[src/rtl/dmem_arbiter.sv]
// Round-robin arbiter that shares one variable-latency data-memory port among NUM_HARTS harts.
// One transaction in flight: IDLE (accept) -> ISSUE (strobe) -> WAIT (memory) -> RESP (reply).
module dmem_arbiter #(
    parameter int NUM_HARTS = 3,
    parameter int ADDR_W    = 32
) (
    input  logic                        i_clk,
    input  logic                        i_rst_n,
    input  logic [NUM_HARTS-1:0]        i_req_valid,
    input  logic [NUM_HARTS-1:0]        i_req_ren,
    input  logic [NUM_HARTS-1:0]        i_req_wen,
    input  logic [NUM_HARTS*ADDR_W-1:0] i_req_addr,
    input  logic [NUM_HARTS*32-1:0]     i_req_wdata,
    input  logic [NUM_HARTS*4-1:0]      i_req_mask,
    output logic [NUM_HARTS-1:0]        o_req_ready,
    output logic [NUM_HARTS-1:0]        o_rsp_valid,
    output logic [31:0]                 o_rsp_rdata,
    output logic                        o_rsp_err,
    output logic [ADDR_W-1:0]           o_mem_addr,
    output logic                        o_mem_ren,
    output logic                        o_mem_wen,
    output logic [31:0]                 o_mem_wdata,
    output logic [3:0]                  o_mem_mask,
    input  logic                        i_mem_valid,
    input  logic [31:0]                 i_mem_rdata
);

    localparam int HW = (NUM_HARTS > 1) ? $clog2(NUM_HARTS) : 1;

    typedef enum logic [1:0] {IDLE, ISSUE, WAIT, RESP} state_t;

    state_t             state;
    logic [HW-1:0]      last_grant;
    logic [HW-1:0]      grant_idx;
    logic               lat_ren;
    logic               lat_err;

    logic [HW-1:0]      cand;
    logic [HW-1:0]      winner;
    logic               any_valid;
    logic               sel_ren;
    logic               sel_wen;
    logic [ADDR_W-3:0]  sel_addr_hi;
    logic [31:0]        sel_wdata;
    logic [3:0]         sel_mask;

    // Scan harts starting just after the previous winner so every requester gets a turn.
    // NOTE: every always_comb output gets a default first, so no path can infer a latch.
    always_comb begin
        cand      = '0;
        winner    = '0;
        any_valid = 1'b0;
        for (int k = 1; k <= NUM_HARTS; k++) begin
            cand = HW'((int'(last_grant) + k) % NUM_HARTS);
            if (!any_valid && i_req_valid[cand]) begin
                winner    = cand;
                any_valid = 1'b1;
            end
        end
        sel_ren     = i_req_ren[winner];
        sel_wen     = i_req_wen[winner];
        sel_addr_hi = i_req_addr[winner*ADDR_W + 2 +: ADDR_W-2];
        sel_wdata   = i_req_wdata[winner*32 +: 32];
        sel_mask    = i_req_mask[winner*4 +: 4];

        o_req_ready = '0;
        if (state == IDLE && any_valid && i_rst_n)
            o_req_ready[winner] = 1'b1;
    end

    // NOTE: sequential state uses non-blocking assignments only, so every register samples pre-edge values.
    always_ff @(posedge i_clk or negedge i_rst_n) begin
        if (!i_rst_n) begin
            state       <= IDLE;
            last_grant  <= HW'(NUM_HARTS - 1);
            grant_idx   <= '0;
            lat_ren     <= 1'b0;
            lat_err     <= 1'b0;
            o_rsp_valid <= '0;
            o_rsp_rdata <= '0;
            o_rsp_err   <= 1'b0;
            o_mem_addr  <= '0;
            o_mem_ren   <= 1'b0;
            o_mem_wen   <= 1'b0;
            o_mem_wdata <= '0;
            o_mem_mask  <= '0;
        end else begin
            case (state)
                IDLE: begin
                    if (any_valid) begin
                        grant_idx   <= winner;
                        lat_ren     <= sel_ren;
                        lat_err     <= (sel_ren == sel_wen);
                        // Strobes are loaded here so they are high during the ISSUE cycle;
                        // an illegal ren/wen combination leaves both low.
                        o_mem_ren   <= sel_ren & ~sel_wen;
                        o_mem_wen   <= sel_wen & ~sel_ren;
                        o_mem_addr  <= {sel_addr_hi, 2'b00};
                        o_mem_wdata <= sel_wdata;
                        o_mem_mask  <= sel_mask;
                        state       <= ISSUE;
                    end
                end
                ISSUE: begin
                    o_mem_ren <= 1'b0;
                    o_mem_wen <= 1'b0;
                    if (lat_err) begin
                        o_rsp_valid <= NUM_HARTS'(1) << grant_idx;
                        o_rsp_rdata <= '0;
                        o_rsp_err   <= 1'b1;
                        state       <= RESP;
                    end else begin
                        state <= WAIT;
                    end
                end
                WAIT: begin
                    if (i_mem_valid) begin
                        o_rsp_valid <= NUM_HARTS'(1) << grant_idx;
                        o_rsp_rdata <= lat_ren ? i_mem_rdata : 32'h0;
                        o_rsp_err   <= 1'b0;
                        state       <= RESP;
                    end
                end
                RESP: begin
                    o_rsp_valid <= '0;
                    o_rsp_rdata <= '0;
                    o_rsp_err   <= 1'b0;
                    last_grant  <= grant_idx;
                    state       <= IDLE;
                end
                default: state <= IDLE;
            endcase
        end
    end

endmodule

[config.mk]
export PLATFORM = sky130hd
export DESIGN_NAME = dmem_arbiter
export DESIGN_NICKNAME = d
export VERILOG_FILES = /design/src/rtl/dmem_arbiter.sv
export SDC_FILE = /design/constraint.sdc
export NUM_CORES = 1
export LEC_CHECK = 0
export ABC_AREA = 1
export CORE_ASPECT_RATIO = 0.8
export CORE_MARGIN = 4
export CORE_UTILIZATION = 31
export DETAILED_ROUTE_END_ITERATION = 12
export PLACE_DENSITY = 0.7
export SKIP_CTS_REPAIR_TIMING = 1
export SYNTH_ARGS = -nofsm -noshare
export SYNTH_HDL_FRONTEND = slang
export SYNTH_SLANG_ARGS = --single-unit
[constraint.sdc]
create_clock -name i_clk -period 2.35 [get_ports i_clk]
set_input_delay 0.235 -clock i_clk [delete_from_list [all_inputs] [get_ports i_clk]]
set_output_delay 0.235 -clock i_clk [all_outputs]
set_load 0.02 [all_outputs]
==> results.toml, run 1 <==
[floorplanning]
die_w_um = 167
die_area_um2 = 22600
row_count = 46
die_h_um = 135
initial_core_util_pct = 31.7
core_area_um2 = 19900
pin_count = 357

[synth]
synthAdderAreaFrac_pct = 2.19
synth-seq-area-share_pct = 44.6
netlist_area_um2 = 6290
synth_mux_area_share_pct = 0.179
yosysWarnings = 0
synth_top_family_by_area = "simple AND/OR/NAND/NOR gates"
yosysTopAreaCell = "dfrtp_1"
ys_seq_elements = 112
avgSynthCellArea_um2 = 7.23
synthXorXnorAreaFrac_pct = 0
yosys.area_share.simple_pct = 30.7
synth_top_cell_area_share_pct = 44.2
synthTopCellsByArea = "dfrtp_1 (44%), nand2_1 (14%), a21oi_1 (9.4%), nand3_1 (8.9%), nor2_1 (5.6%)"
synth_compound_area_share_pct = 13.2
ys_types = 27
syn_inst = 870

[clocking]
clock_latency_ns = 0.36
clk_path_buf_depth = 2
cts_root_buf = "clkbuf_16"
numCtsBuffers = 9
cts_sinks = 112
htree_num_levels = 3
clkTransAtPathRegs_ns = 0.08
cts_tree = "done"

[sta]
timing.setup.tns_ns = -0.810
fmax_mhz = 413
hold_viol = 0
slew_violations = 0
holdWs_ns = 0.00321
rsz0062_at_grt = "yes"
clock-skew-final_ns = 0.0150
setup_viol = 39
setup_ws_ns = -0.0689
finalCritPeriodShare_pct = 103
tightest_slew_ns = 0.617
slew_headroom_pct = 58.9
period_minus_slack_ns = 2.42

[pwr]
leakagePower_nw = 4.75
ir_drop_mv = 0.851
powerDensity_nw_per_um2 = 1500

[finish]
post-route-util_pct = 54.3
fin_area_um2 = 10800
fillers = 1892
layout_common_cells = "clkdlybuf4s50_1 (344), nand2_1 (220), dfrtp_1 (111)"
finalNetCount = 1467
drive_gt1_share_pct = 9.98
area_delta_synth_final_pct = 71.4
final_common_cell = "clkdlybuf4s50_1"

[routing]
wl_per_cell_um = 17.1
viasPerCell = 4.82
first_pass_iters = 5
ant_nets = 0
wirelength_um = 25300
drcViolationCount = 0
drt_iter0_drc = 519
vias = 7118

[grt]
antenna_found_initial = 1
grt-ovfl-total = 0
grt_usage_pct = 20.7
grt_max_degree = 113
grt_pass1_vias = 6925
grt_pass1_wl_um = 37500

[critical_path]
cp_slowest_cell = "dfstp_2"
max_stage_delay_ns = 0.58
reg2reg_depth = 15
crit_family = "simple AND/OR/NAND/NOR gates"
worstSetupPathType = "reg -> reg"
crit_cells = 15
arrival_ns = 2.66
required_ns = 2.59
path_max_fanout = 7
start_kind = "flop"
worstSetupEndpointType = "flop"
worstPathCellList = "ha_4 > nand2_1 > nand3_2 > nand2_4 > nand3_4 > nor2_4 > nor2_4 > buf_6 > buf_6 > nand4_1 > nand3_2 > buf_6 > ha_2 > nand3_2 > o21ai_1"
cp_num_buf_inv = 3

[outcome]
violations = "setup timing"
status = "finished with violations"

[placement]
place_area_um2 = 10100
place_hpwl_um = 18300
place_worst_setup_slack_ns = -0.248
place.gp.congestion = 0.861
io_buffers = 348

[worst_hold_path]
hold_class = "in -> async"

[run]
maxCapViolations = 0
## synth_stat cells, drive strengths merged
master    n
a21oi   118
a41oi     1
buf      42
clkbuf   21
conb      1
dfrtp   111
dfstp     1
ha       11
inv      60
mux2      1
nand2   232
nand3   114
nand3b    1
nand4    14
nor2     96
o21ai    45
o22ai     1
## state kept, by name, summed over array words and instances, names as in the netlist
name         flops
grant_idx        2
last_grant       2
lat_err          1
lat_ren          1
o_mem_addr      30
o_mem_mask       4
o_mem_ren        1
o_mem_wdata     32
o_mem_wen        1
o_rsp_err        1
o_rsp_rdata     32
o_rsp_valid      3
state            2
## cells by family after synthesis
family | after synthesis
and+or+nand+nor | 457
muxes | 1
other | 1
AOI/OAI and AO/OA | 165
adders and majority gates | 11
buffers and inverters | 123
DFF | 112
## final timing paths
kind                                  from         endpoint  slack [ns]
max                          last_grant[1]        o_mem_ren       -0.07
min                                i_rst_n   o_rsp_rdata[1]       0.003
max reg2reg                  last_grant[1]        o_mem_ren       -0.07
min reg2reg                        lat_ren          lat_ren        0.48
max in group asynchronous          i_rst_n    o_mem_addr[9]        1.87
min in group i_clk         i_mem_rdata[26]  o_rsp_rdata[26]        0.47
## metrics by stage
stage          total power, mW  cells
6_report                  16.2   1478
5_1_grt                   17.6   1478
4_1_cts                   15.1   1468
3_5_place_dp              13.6   1452
3_3_place_gp              13.5   1452
2_1_floorplan             9.60    871
## final cells by class
cell class	count	area, µm²	area share (%)
Antenna cell	1	2.50	0.0232
Timing Repair Buffer	389	3980	37.0
Clock buffer	9	225	2.09
Sequential cell	112	2800	26.0
Multi-Input combinational cell	636	3150	29.2
Clock inverter	7	51.3	0.476
Tap cell	264	330	3.06
Inverter	60	233	2.16
## power by group
group          total [mW]  internal (mW)  switching, mW
Sequential           3.29           2.82          0.465
Clock                1.49          0.731          0.756
Combinational        11.4           4.72           6.73
Total                16.2           8.27           7.95
## per-layer routing
layer / global-route usage (%) / vias up / wire length [µm]
met2: 35.6 / 283 / 12500
li1: - / 3497 / -
met4: 4.01 / 0 / 396
met5: 0 / - / 0
met3: 6.10 / 28 / 2020
met1: 26.1 / 3310 / 10300
(Power assumes the default switching activity.)
==> inputs of run 2 (changes only) <==
PLACE_DENSITY = 0.67   (was 0.7)
SKIP_CTS_REPAIR_TIMING = not set   (was 1)
clock period = 2.6 ns   (was 2.35 ns; I/O delays follow)
==> run 2 against run 1 <==
  * The run now ends clean
  * Setup slack better by 0.15 ns
  * Critical path type is now reg -> out
  * Sequential power down 9.4%
  * Core utilization down 1.6 points
  * Routed wire length down 2.8%
  * Critical path depth down 5
==> results.toml, run 2 (synthesis gave the netlist of run 1 again) <==
[routing]
drcViolationCount = 0
first_pass_iters = 5
vias = 7043
viasPerCell = 4.79
drt_iter0_drc = 537
ant_nets = 0
wirelength_um = 24500
wl_per_cell_um = 16.7

[sta]
timing.setup.tns_ns = 0
fmax_mhz = 397
holdWs_ns = 0.0581
period_minus_slack_ns = 2.52
tightest_slew_ns = 0.625
setup_ws_ns = 0.0830
setup_viol = 0
hold_viol = 0
finalCritPeriodShare_pct = 96.8
slew_headroom_pct = 58.3
clock-skew-final_ns = 0.0104
slew_violations = 0

[clocking]
clock_latency_ns = 0.36
htree_num_levels = 3
clk_path_buf_depth = 2
numCtsBuffers = 9
cts_sinks = 112
cts_root_buf = "clkbuf_16"
cts_tree = "done"
clkTransAtPathRegs_ns = 0.08

[critical_path]
required_ns = 2.34
path_max_fanout = 6
worstSetupPathType = "reg -> out"
crit_family = "flip-flops"
start_kind = "flop"
worstPathCellList = "ha_4 > o21ai_1 > nand2_4 > buf_4 > nand4_1 > nand2_2 > inv_2 > nand2_2 > nor2_1 > buf_4"
cp_num_buf_inv = 3
cp_slowest_cell = "dfstp_2"
worstSetupEndpointType = "output pin"
r2r_setup_slack_ns = 0.15
max_stage_delay_ns = 0.58
arrival_ns = 2.26

[placement]
place_worst_setup_slack_ns = -0.0920
place_area_um2 = 10000
place_hpwl_um = 18000
place.gp.congestion = 0.901
io_buffers = 348

[pwr]
p_seq_share_pct = 21.7
p_sw_mw = 6.80
p_int_mw = 6.93
swShare_pct = 49.5
combPwrFrac_pct = 68.4
leakagePower_nw = 4.65
ir_drop_mv = 0.757
powerDensity_nw_per_um2 = 1310
clock_power_share_pct = 9.9

[floorplanning]
die_area_um2 = 22600
core_area_um2 = 19900
row_count = 46
pin_count = 357
initial_core_util_pct = 31.7
die_h_um = 135
die_w_um = 167

[finish]
top_regs = "o_mem_wdata: 32 flops, o_rsp_rdata: 32 flops, o_mem_addr: 30 flops"
layout_common_cells = "clkdlybuf4s50_1 (344), nand2_1 (225), a21oi_1 (117)"
finalNetCount = 1461
fin_area_um2 = 10500
fillers = 1964
area_delta_synth_final_pct = 66.2
final_common_cell = "clkdlybuf4s50_1"
drive_gt1_share_pct = 6.96
diodes = 0

[run]
maxCapViolations = 0

[grt]
antenna_found_initial = 0
grt_pass1_wl_um = 37400
grt_pass1_vias = 6839
grt_max_degree = 113
grt_usage_pct = 20.7
grt-ovfl-total = 0

[outcome]
status = "finished clean"

[worst_hold_path]
hold_class = "in -> async"
[run 2: changes by cell type in the layout (fill, tap and decap cells not counted), sizes merged]
cell and delta:
clkbuf -5, clkinv -2, clkinvlp +1, diode -1
[run 2: layout make-up]
| class | count | area, µm² | share of cell area [%] |
|---|---|---|---|
| Tap cell | 264 | 330 | 3.16 |
| Clock buffer | 10 | 229 | 2.19 |
| Inverter | 60 | 225 | 2.15 |
| Sequential cell | 112 | 2800 | 26.8 |
| Clock inverter | 6 | 52.6 | 0.503 |
| Timing Repair Buffer | 383 | 3800 | 36.3 |
| Multi-Input combinational cell | 636 | 3020 | 28.9 |
[run 2: per-layer routing]
| metal | wire length, µm | global-route usage [%] | part of all wire (%) | vias up |
|---|---|---|---|---|
| li1 | - | - | - | 3481 |
| met1 | 10200 | 26.4 | 42 | 3266 |
| met2 | 12200 | 36.0 | 50 | 274 |
| met3 | 1710 | 4.99 | 7.0 | 22 |
| met4 | 352 | 4.60 | 1.4 | 0 |
| met5 | 0 | 0 | 0 | - |
[run 2: final timing paths]
check                                 from              end  cells after the start
max in group asynchronous          i_rst_n    o_mem_addr[9]                      2
max                          last_grant[1]   o_req_ready[1]                     10
min in group i_clk         i_mem_rdata[21]  o_rsp_rdata[21]                      3
min                                i_rst_n   o_rsp_valid[2]                      2
min reg2reg                        lat_ren          lat_ren                      2
max reg2reg                  last_grant[1]        o_mem_ren                     14
[run 2: worst register-to-register path, cell delays in order, from the launching register on]
cell and delay (ns):
dfstp_2 0.58, ha_4 0.23, o21ai_1 0.23, nand2_4 0.12, nand3_4 0.12, nand3_4 0.12
buf_4 0.16, nand3_1 0.09, nor2_1 0.05, nor2_1 0.09, nand2_1 0.10, buf_4 0.14
ha_1 0.17, nand3_1 0.07, o21ai_0 0.08
[run 2: stage by stage]
step	instances	power [mW]	util, %
floorplan	871	8.65	-
global placement	1448	12.0	50.4
detailed placement	1448	12.1	50.4
CTS	1464	13.5	51.8
global route	1471	14.9	52.7
finish	1471	13.7	52.7
[run 2: power by group through the flow]
stage / logic [mW] / clock network (mW) / registers (mW)
3_5_place_dp: 9.07 / 0 / 3.00
5_1_grt: 10.3 / 1.46 / 3.08
6_report: 9.39 / 1.36 / 2.98
3_3_place_gp: 8.98 / 0 / 2.97
2_1_floorplan: 4.82 / 0 / 3.83
4_1_cts: 9.15 / 1.41 / 2.98
[run 2: repair_timing]
action	in CTS	in global routing
hold endpoints to repair	0	0
resized for setup	17	26
setup endpoints to repair	7	60
pin swaps	0	9
setup buffers	0	7
hold buffers	0	0
